===== src/rtl/div_32_seq_pkg.sv =====
// Shared types and constants for the sequential MIPS DIV/DIVU unit.
package div_pkg;

   localparam int unsigned DIV_W      = 32;
   localparam int unsigned DIV_ITER   = 32;
   localparam logic [31:0] DIV_ZERO_Q = 32'hFFFF_FFFF;

   typedef enum logic [1:0] {
      IDLE = 2'b00,
      RUN  = 2'b01,
      FIX  = 2'b10,
      DONE = 2'b11
   } state_t;

endpackage : div_pkg


===== src/rtl/div_32_seq_if.sv =====
// Request/result bundle between the EX-stage control and the divider.
interface div_32_seq_if #(
   parameter int unsigned WIDTH = 32
);

   logic             start;
   logic             is_signed;
   logic [WIDTH-1:0] a;
   logic [WIDTH-1:0] b;
   logic             busy;
   logic             done;
   logic [WIDTH-1:0] lo;
   logic [WIDTH-1:0] hi;
   logic             div_by_zero;

   // Pipeline side: issues operands, observes status and results.
   modport master (
      output start, is_signed, a, b,
      input  busy, done, lo, hi, div_by_zero
   );

   // Divider side.
   modport slave (
      input  start, is_signed, a, b,
      output busy, done, lo, hi, div_by_zero
   );

endinterface : div_32_seq_if


===== src/rtl/div_32_seq_sub_33.sv =====
// Combinational trial subtractor: x - y at full width, split into the low
// bits of the difference and the sign bit of the result.
module sub_33 #(
   parameter int unsigned WIDTH = 33
) (
   input  logic [WIDTH-1:0] x,
   input  logic [WIDTH-1:0] y,
   output logic [WIDTH-2:0] diff_c,
   output logic             neg_c
);

   logic [WIDTH-1:0] full_c;

   // Single wide subtract; the top bit is the sign of the trial result.
   always_comb begin
      full_c = x - y;
      diff_c = full_c[WIDTH-2:0];
      neg_c  = full_c[WIDTH-1];
   end

endmodule : sub_33


===== src/rtl/div_32_seq.sv =====
// Sequential restoring divider for DIV/DIVU: one quotient bit per clock,
// quotient to lo and remainder to hi, truncating signed semantics.
module div_32_seq
   import div_pkg::*;
#(
   parameter int unsigned WIDTH = DIV_W,
   parameter int unsigned ITER  = DIV_ITER   // must equal WIDTH
) (
   input logic          clk,
   input logic          rst,
   div_32_seq_if.slave  bus
);

   localparam int unsigned CNT_W = $clog2(ITER);

   state_t           state;
   state_t           next_state;

   logic [CNT_W-1:0] cnt;
   logic [WIDTH-1:0] dvd;
   logic [WIDTH-1:0] quot;
   logic [WIDTH-1:0] rem;
   logic [WIDTH-1:0] mag_b;
   logic             sign_q;
   logic             sign_r;

   logic             busy_q;
   logic             done_q;
   logic [WIDTH-1:0] lo_q;
   logic [WIDTH-1:0] hi_q;
   logic             dbz_q;

   logic             b_zero_c;
   logic             last_c;
   logic [WIDTH-1:0] mag_a_c;
   logic [WIDTH-1:0] mag_b_c;
   logic [WIDTH:0]   rem_shift_c;
   logic [WIDTH-1:0] trial_diff_c;
   logic             trial_neg_c;

   logic             do_capture_c;
   logic             do_zero_c;
   logic             do_step_c;
   logic             do_fix_c;
   logic             busy_d_c;
   logic             done_d_c;

   // Operand conditioning and iteration bookkeeping.
   always_comb begin
      b_zero_c    = (bus.b == '0);
      last_c      = (cnt == CNT_W'(ITER - 1));
      mag_a_c     = (bus.is_signed && bus.a[WIDTH-1]) ? -bus.a : bus.a;
      mag_b_c     = (bus.is_signed && bus.b[WIDTH-1]) ? -bus.b : bus.b;
      rem_shift_c = {rem, dvd[WIDTH-1]};
   end

   // Trial subtraction of the divisor magnitude from the shifted remainder.
   sub_33 #(
      .WIDTH (WIDTH + 1)
   ) u_sub (
      .x      (rem_shift_c),
      .y      ({1'b0, mag_b}),
      .diff_c (trial_diff_c),
      .neg_c  (trial_neg_c)
   );

   // State register.
   always_ff @(posedge clk) begin
      if (rst) begin
         state <= IDLE;
      end else begin
         state <= next_state;
      end
   end

   // Next-state logic.
   always_comb begin
      next_state = state;
      case (state)
         IDLE: begin
            if (bus.start) begin
               next_state = b_zero_c ? DONE : RUN;
            end
         end
         RUN: begin
            if (last_c) begin
               next_state = FIX;
            end
         end
         FIX:     next_state = DONE;
         DONE:    next_state = IDLE;
         default: next_state = IDLE;
      endcase
   end

   // Datapath controls and next values of the status outputs.
   always_comb begin
      do_capture_c = 1'b0;
      do_zero_c    = 1'b0;
      do_step_c    = 1'b0;
      do_fix_c     = 1'b0;
      busy_d_c     = 1'b0;
      done_d_c     = 1'b0;
      case (state)
         IDLE: begin
            if (bus.start) begin
               do_capture_c = 1'b1;
               if (b_zero_c) begin
                  do_zero_c = 1'b1;
                  done_d_c  = 1'b1;
               end else begin
                  busy_d_c  = 1'b1;
               end
            end
         end
         RUN: begin
            do_step_c = 1'b1;
            busy_d_c  = 1'b1;
         end
         FIX: begin
            do_fix_c = 1'b1;
            done_d_c = 1'b1;
         end
         default: begin
         end
      endcase
   end

   // Datapath and result registers.
   always_ff @(posedge clk) begin
      if (rst) begin
         cnt    <= '0;
         dvd    <= '0;
         quot   <= '0;
         rem    <= '0;
         mag_b  <= '0;
         sign_q <= 1'b0;
         sign_r <= 1'b0;
         busy_q <= 1'b0;
         done_q <= 1'b0;
         lo_q   <= '0;
         hi_q   <= '0;
         dbz_q  <= 1'b0;
      end else begin
         busy_q <= busy_d_c;
         done_q <= done_d_c;

         if (do_capture_c) begin
            sign_q <= bus.is_signed & (bus.a[WIDTH-1] ^ bus.b[WIDTH-1]);
            sign_r <= bus.is_signed & bus.a[WIDTH-1];
            dvd    <= mag_a_c;
            mag_b  <= mag_b_c;
            rem    <= '0;
            quot   <= '0;
            cnt    <= '0;
            dbz_q  <= b_zero_c;
         end

         // Divide by zero completes straight from the capture cycle.
         if (do_zero_c) begin
            lo_q <= DIV_ZERO_Q;
            hi_q <= bus.a;
         end

         // Restoring step: keep the trial result only when it did not go negative.
         if (do_step_c) begin
            dvd  <= {dvd[WIDTH-2:0], 1'b0};
            rem  <= trial_neg_c ? rem_shift_c[WIDTH-1:0] : trial_diff_c;
            quot <= {quot[WIDTH-2:0], ~trial_neg_c};
            cnt  <= cnt + CNT_W'(1);
         end

         // Sign fix-up: quotient by operand signs, remainder follows the dividend.
         if (do_fix_c) begin
            lo_q <= sign_q ? -quot : quot;
            hi_q <= sign_r ? -rem  : rem;
         end
      end
   end

   assign bus.busy        = busy_q;
   assign bus.done        = done_q;
   assign bus.lo          = lo_q;
   assign bus.hi          = hi_q;
   assign bus.div_by_zero = dbz_q;

endmodule : div_32_seq

===== src/flat_wrapper.sv =====
// flat-port wrapper written by rule: the top's interface ports become plain ports
module div_32_seq_flat import div_pkg::*;
#(
   parameter int unsigned WIDTH = DIV_W,
   parameter int unsigned ITER  = DIV_ITER                      
)
  (clk, rst, bus_start, bus_is_signed, bus_a, bus_b, bus_busy, bus_done, bus_lo, bus_hi, bus_div_by_zero);
  div_32_seq_if #(.WIDTH(WIDTH)) bus_i ();
  input logic clk;
  input logic rst;
  input wire logic [$bits(bus_i.start)-1:0] bus_start;
  input wire logic [$bits(bus_i.is_signed)-1:0] bus_is_signed;
  input wire logic [$bits(bus_i.a)-1:0] bus_a;
  input wire logic [$bits(bus_i.b)-1:0] bus_b;
  output wire logic [$bits(bus_i.busy)-1:0] bus_busy;
  output wire logic [$bits(bus_i.done)-1:0] bus_done;
  output wire logic [$bits(bus_i.lo)-1:0] bus_lo;
  output wire logic [$bits(bus_i.hi)-1:0] bus_hi;
  output wire logic [$bits(bus_i.div_by_zero)-1:0] bus_div_by_zero;
  assign bus_i.start = bus_start;
  assign bus_i.is_signed = bus_is_signed;
  assign bus_i.a = bus_a;
  assign bus_i.b = bus_b;
  assign bus_busy = bus_i.busy;
  assign bus_done = bus_i.done;
  assign bus_lo = bus_i.lo;
  assign bus_hi = bus_i.hi;
  assign bus_div_by_zero = bus_i.div_by_zero;
  div_32_seq #(.WIDTH(WIDTH), .ITER(ITER)) u_core (.clk(clk), .rst(rst), .bus(bus_i));
endmodule

===== config.mk =====
export PLATFORM = sky130hd
export DESIGN_NAME = div_32_seq_flat
export DESIGN_NICKNAME = d
export VERILOG_FILES = /design/src/rtl/div_32_seq_pkg.sv /design/src/rtl/div_32_seq_if.sv /design/src/rtl/div_32_seq_sub_33.sv /design/src/rtl/div_32_seq.sv /design/src/flat_wrapper.sv
export SDC_FILE = /design/constraint.sdc
export NUM_CORES = 1
export LEC_CHECK = 0
export ABC_AREA = 1
export CORE_ASPECT_RATIO = 1.4
export CORE_UTILIZATION = 40
export CTS_BUF_LIST = sky130_fd_sc_hd__clkbuf_8
export DETAILED_ROUTE_END_ITERATION = 6
export DONT_BUFFER_PORTS = 1
export PLACE_DENSITY = 0.51
export SLEW_MARGIN = 40
export SYNTH_ARGS = -nofsm -noshare
export SYNTH_HDL_FRONTEND = slang
export SYNTH_SLANG_ARGS = --single-unit

===== constraint.sdc =====
create_clock -name clk -period 3.8 [get_ports clk]
set_input_delay 0.19 -clock clk [delete_from_list [all_inputs] [get_ports clk]]
set_output_delay 0.19 -clock clk [all_outputs]
set_load 0.05 [all_outputs]

==> impl_metrics.toml <==
[timing]
setup_viol = 0
fin_crit_ns = 2.72
worstMarginPinSlew_ns = 0.841
finalHoldViolCount = 0
post-route-period-util_pct = 71.7
setup_tns_ns = 0
rsz0062_at_grt = "false"
slew_viol_final = 0
fin_skew_ns = 0.0394
relSlewSlack_pct = 43.9
fmax_ghz = 0.367

[setup_path]
required_ns = 4.19
crit_arrival_ns = 3.11
cp-start-kind = "register"
end_kind = "register"
reg2reg_depth = 11
crit_fanout = 27
critical_path_class = "reg -> reg"

[clock_tree]
root_buffer = "clkbuf_8"
cts_tree = "built"
cts_buffer_depth = 3
path_clk_slew_ns = 0.06
cts_inserted_buffers = 38
htree_levels = 2
cts_sinks = 204
insertion_delay_ns = 0.56

[placement]
dpl.hpwl_um = 37000
dp_cells = 2755
gp_congestion = 0.933
portBuffers = 0

[layout]
drive_above_1_share_pct = 9.03
fillers = 3910
nets = 2512
final_util_pct = 45.6
instances_no_fill = 2887
layout_commonest_cell = "nand2_1"
most-common-layout-cells = "645 x nand2_1, 353 x inv_1, 204 x dfxtp_1"
antennaDiodeCount = 0
syn2layout_area_growth_pct = 11.9

[pwr]
p_seq_share_pct = 27.5
p_sw_share_pct = 55.7
power_leakage_nw = 7.85
comb_power_share_pct = 57.5
power.switching_w = 0.00799
p_per_area_mw_per_mm2 = 874
internal-power_w = 0.00636
pwr-share-clk_pct = 15.1
p_total_w = 0.0144
vdd_drop_max_mv = 0.430

[min_path]
whs_path_depth = 4
min_path_type = "in -> reg"

[grt]
grt_pass1_vias = 14373
grt_pass1_wl_um = 77500
gr-total-overflow = 0
grt_antenna_before_repair = 0
grtUsageTotal_pct = 26.5
grt_max_degree = 122

[logic_synthesis]
yosysUniqueCellTypes = 53
synth.largest_area_cell = "dfxtp_1"
synthCells = 2374
syn_area_mm2 = 0.0147
synth_area_leaders = "dfxtp_1 28%, nand2_1 16%, inv_1 8.8%"
synth_seq_cells = 204
avgSynthCellArea_um2 = 6.18
synth_flop_cell = "dfxtp_1"
synth-edff-count = 0
seq_area_frac_synth_pct = 27.8
netlist.area_leader.share_pct = 27.8
syn_nets = 2484
yosysWarnings = 0
async_flop_share_pct = 0

[floorplanning]
start_util_pct = 40.8
die_area_mm2 = 0.0375
die_width_um = 164
num_rows = 82
core_region_area_mm2 = 0.0360
pin_count = 135
die_y_um = 229

[detailed_routing]
drt_iter0_drc = 991
postRouteWirelength_um = 49900
drc = 0
num_vias = 15085
viasPerCell = 5.23
ant_nets = 0
firstDrtPassIters = 6
avgRoutedWirePerCell_um = 17.3

[job]
drv_cap = 0

[outcome]
status = "complete, no violations"
synthesized netlist by cell type, drive strengths merged, types with 4 or more instances:
library cell	instances
nand2	686
inv	364
nand3	220
dfxtp	204
nor2	197
a21oi	169
o21ai	138
clkbuf	68
a31oi	41
ha	41
nand4	41
xor2	31
nor3	29
buf	27
o211ai	20
xnor2	20
or2	18
nand3b	15
o221ai	9
nor4	5
o22ai	5
o31ai	5
o21bai	4
state kept, by name (all words and copies together) (netlist names):
| signal | cells |
|---|---|
| u_core.cnt | 5 |
| u_core.bus.done | 1 |
| u_core.dvd | 32 |
| u_core.mag_b | 32 |
| u_core.bus.hi | 32 |
| u_core.rem | 32 |
| u_core.quot | 32 |
| u_core.sign_r | 1 |
| u_core.bus.lo | 32 |
| u_core.bus.busy | 1 |
| u_core.state | 2 |
| u_core.bus.div_by_zero | 1 |
| u_core.sign_q | 1 |
worst max-delay path, cell delays in order (launching register included):
cell and delay [ns]:
dfxtp_1 0.52, ha_1 0.37, nand2_1 0.14, nor2_1 0.07, nand2_1 0.13, inv_1 0.09
a21oi_4 0.27, nand3_4 0.33, nand2_8 0.39, nand2_1 0.09, nand3_1 0.08, a21oi_1 0.07
metrics by stage:
stage,hold slack [ns],worst slack [ns],instance area [um^2]
global placement,0.274,1.15,15000
finish,0.0278,1.08,16400
CTS,0.00472,1.06,16400
global route,0.0351,0.773,16400
detailed placement,0.278,1.10,15000
floorplan,0.348,1.57,14700
path summary, 6_finish.rpt:
kind / slack [ns] / end / startpoint
worst max-delay path: 1.08 / u_core.rem[0] / u_core.rem[28]
worst min-delay path: 0.03 / u_core.mag_b[1] / bus_b[1]
worst max register to register: 1.08 / u_core.rem[0] / u_core.rem[28]
worst min register to register: 0.45 / u_core.dvd[17] / u_core.dvd[16]
power groups by stage:
| stage | Combinational [W] | Sequential, W | Clock [W] |
|---|---|---|---|
| after global routing | 0.00927 | 0.00401 | 0.00230 |
| after CTS | 0.00828 | 0.00395 | 0.00221 |
| after global placement | 0.00813 | 0.00399 | 0 |
| final | 0.00825 | 0.00394 | 0.00216 |
| after floorplan | 0.00633 | 0.00380 | 0 |
| after detailed placement | 0.00814 | 0.00399 | 0 |
layer usage:
layer | part of all wire (%) | track usage (%) | vias up
li1 | - | - | 7685
met1 | 42 | 31.2 | 6942
met2 | 49 | 46.3 | 366
met3 | 4.4 | 3.63 | 92
met4 | 5.0 | 13.4 | 0
met5 | 0 | 0 | -
repair_timing:
action                    4_1_cts  5_1_grt
hold buffers                   69        0
buffers inserted                0        0
hold endpoints to repair      169        0
gates resized for setup         0        0
logic make-up after synthesis:
logic type	after synthesis	share of synthesized area (%)
xor gates and xnor gates	51	3.04
DFF	204	27.8
AOI/OAI and AO/OA	399	15.6
adders and majority gates	42	3.63
and+or+nand+nor	1216	37.5
buffers and inverters	462	12.4
area by class of cell:
cell class                 instances  area (um^2)  share of cell area, %
tap                              462          578                   3.52
clock buffer                      47          647                   3.94
sequential                       204         4080                   24.9
clock inverter                    16          100                  0.610
inverter                         367         1380                   8.39
multi-input combinational       1708         8810                   53.6
timing repair buffer              83          826                   5.03
Note: power is estimated with default switching activity, not from simulation.
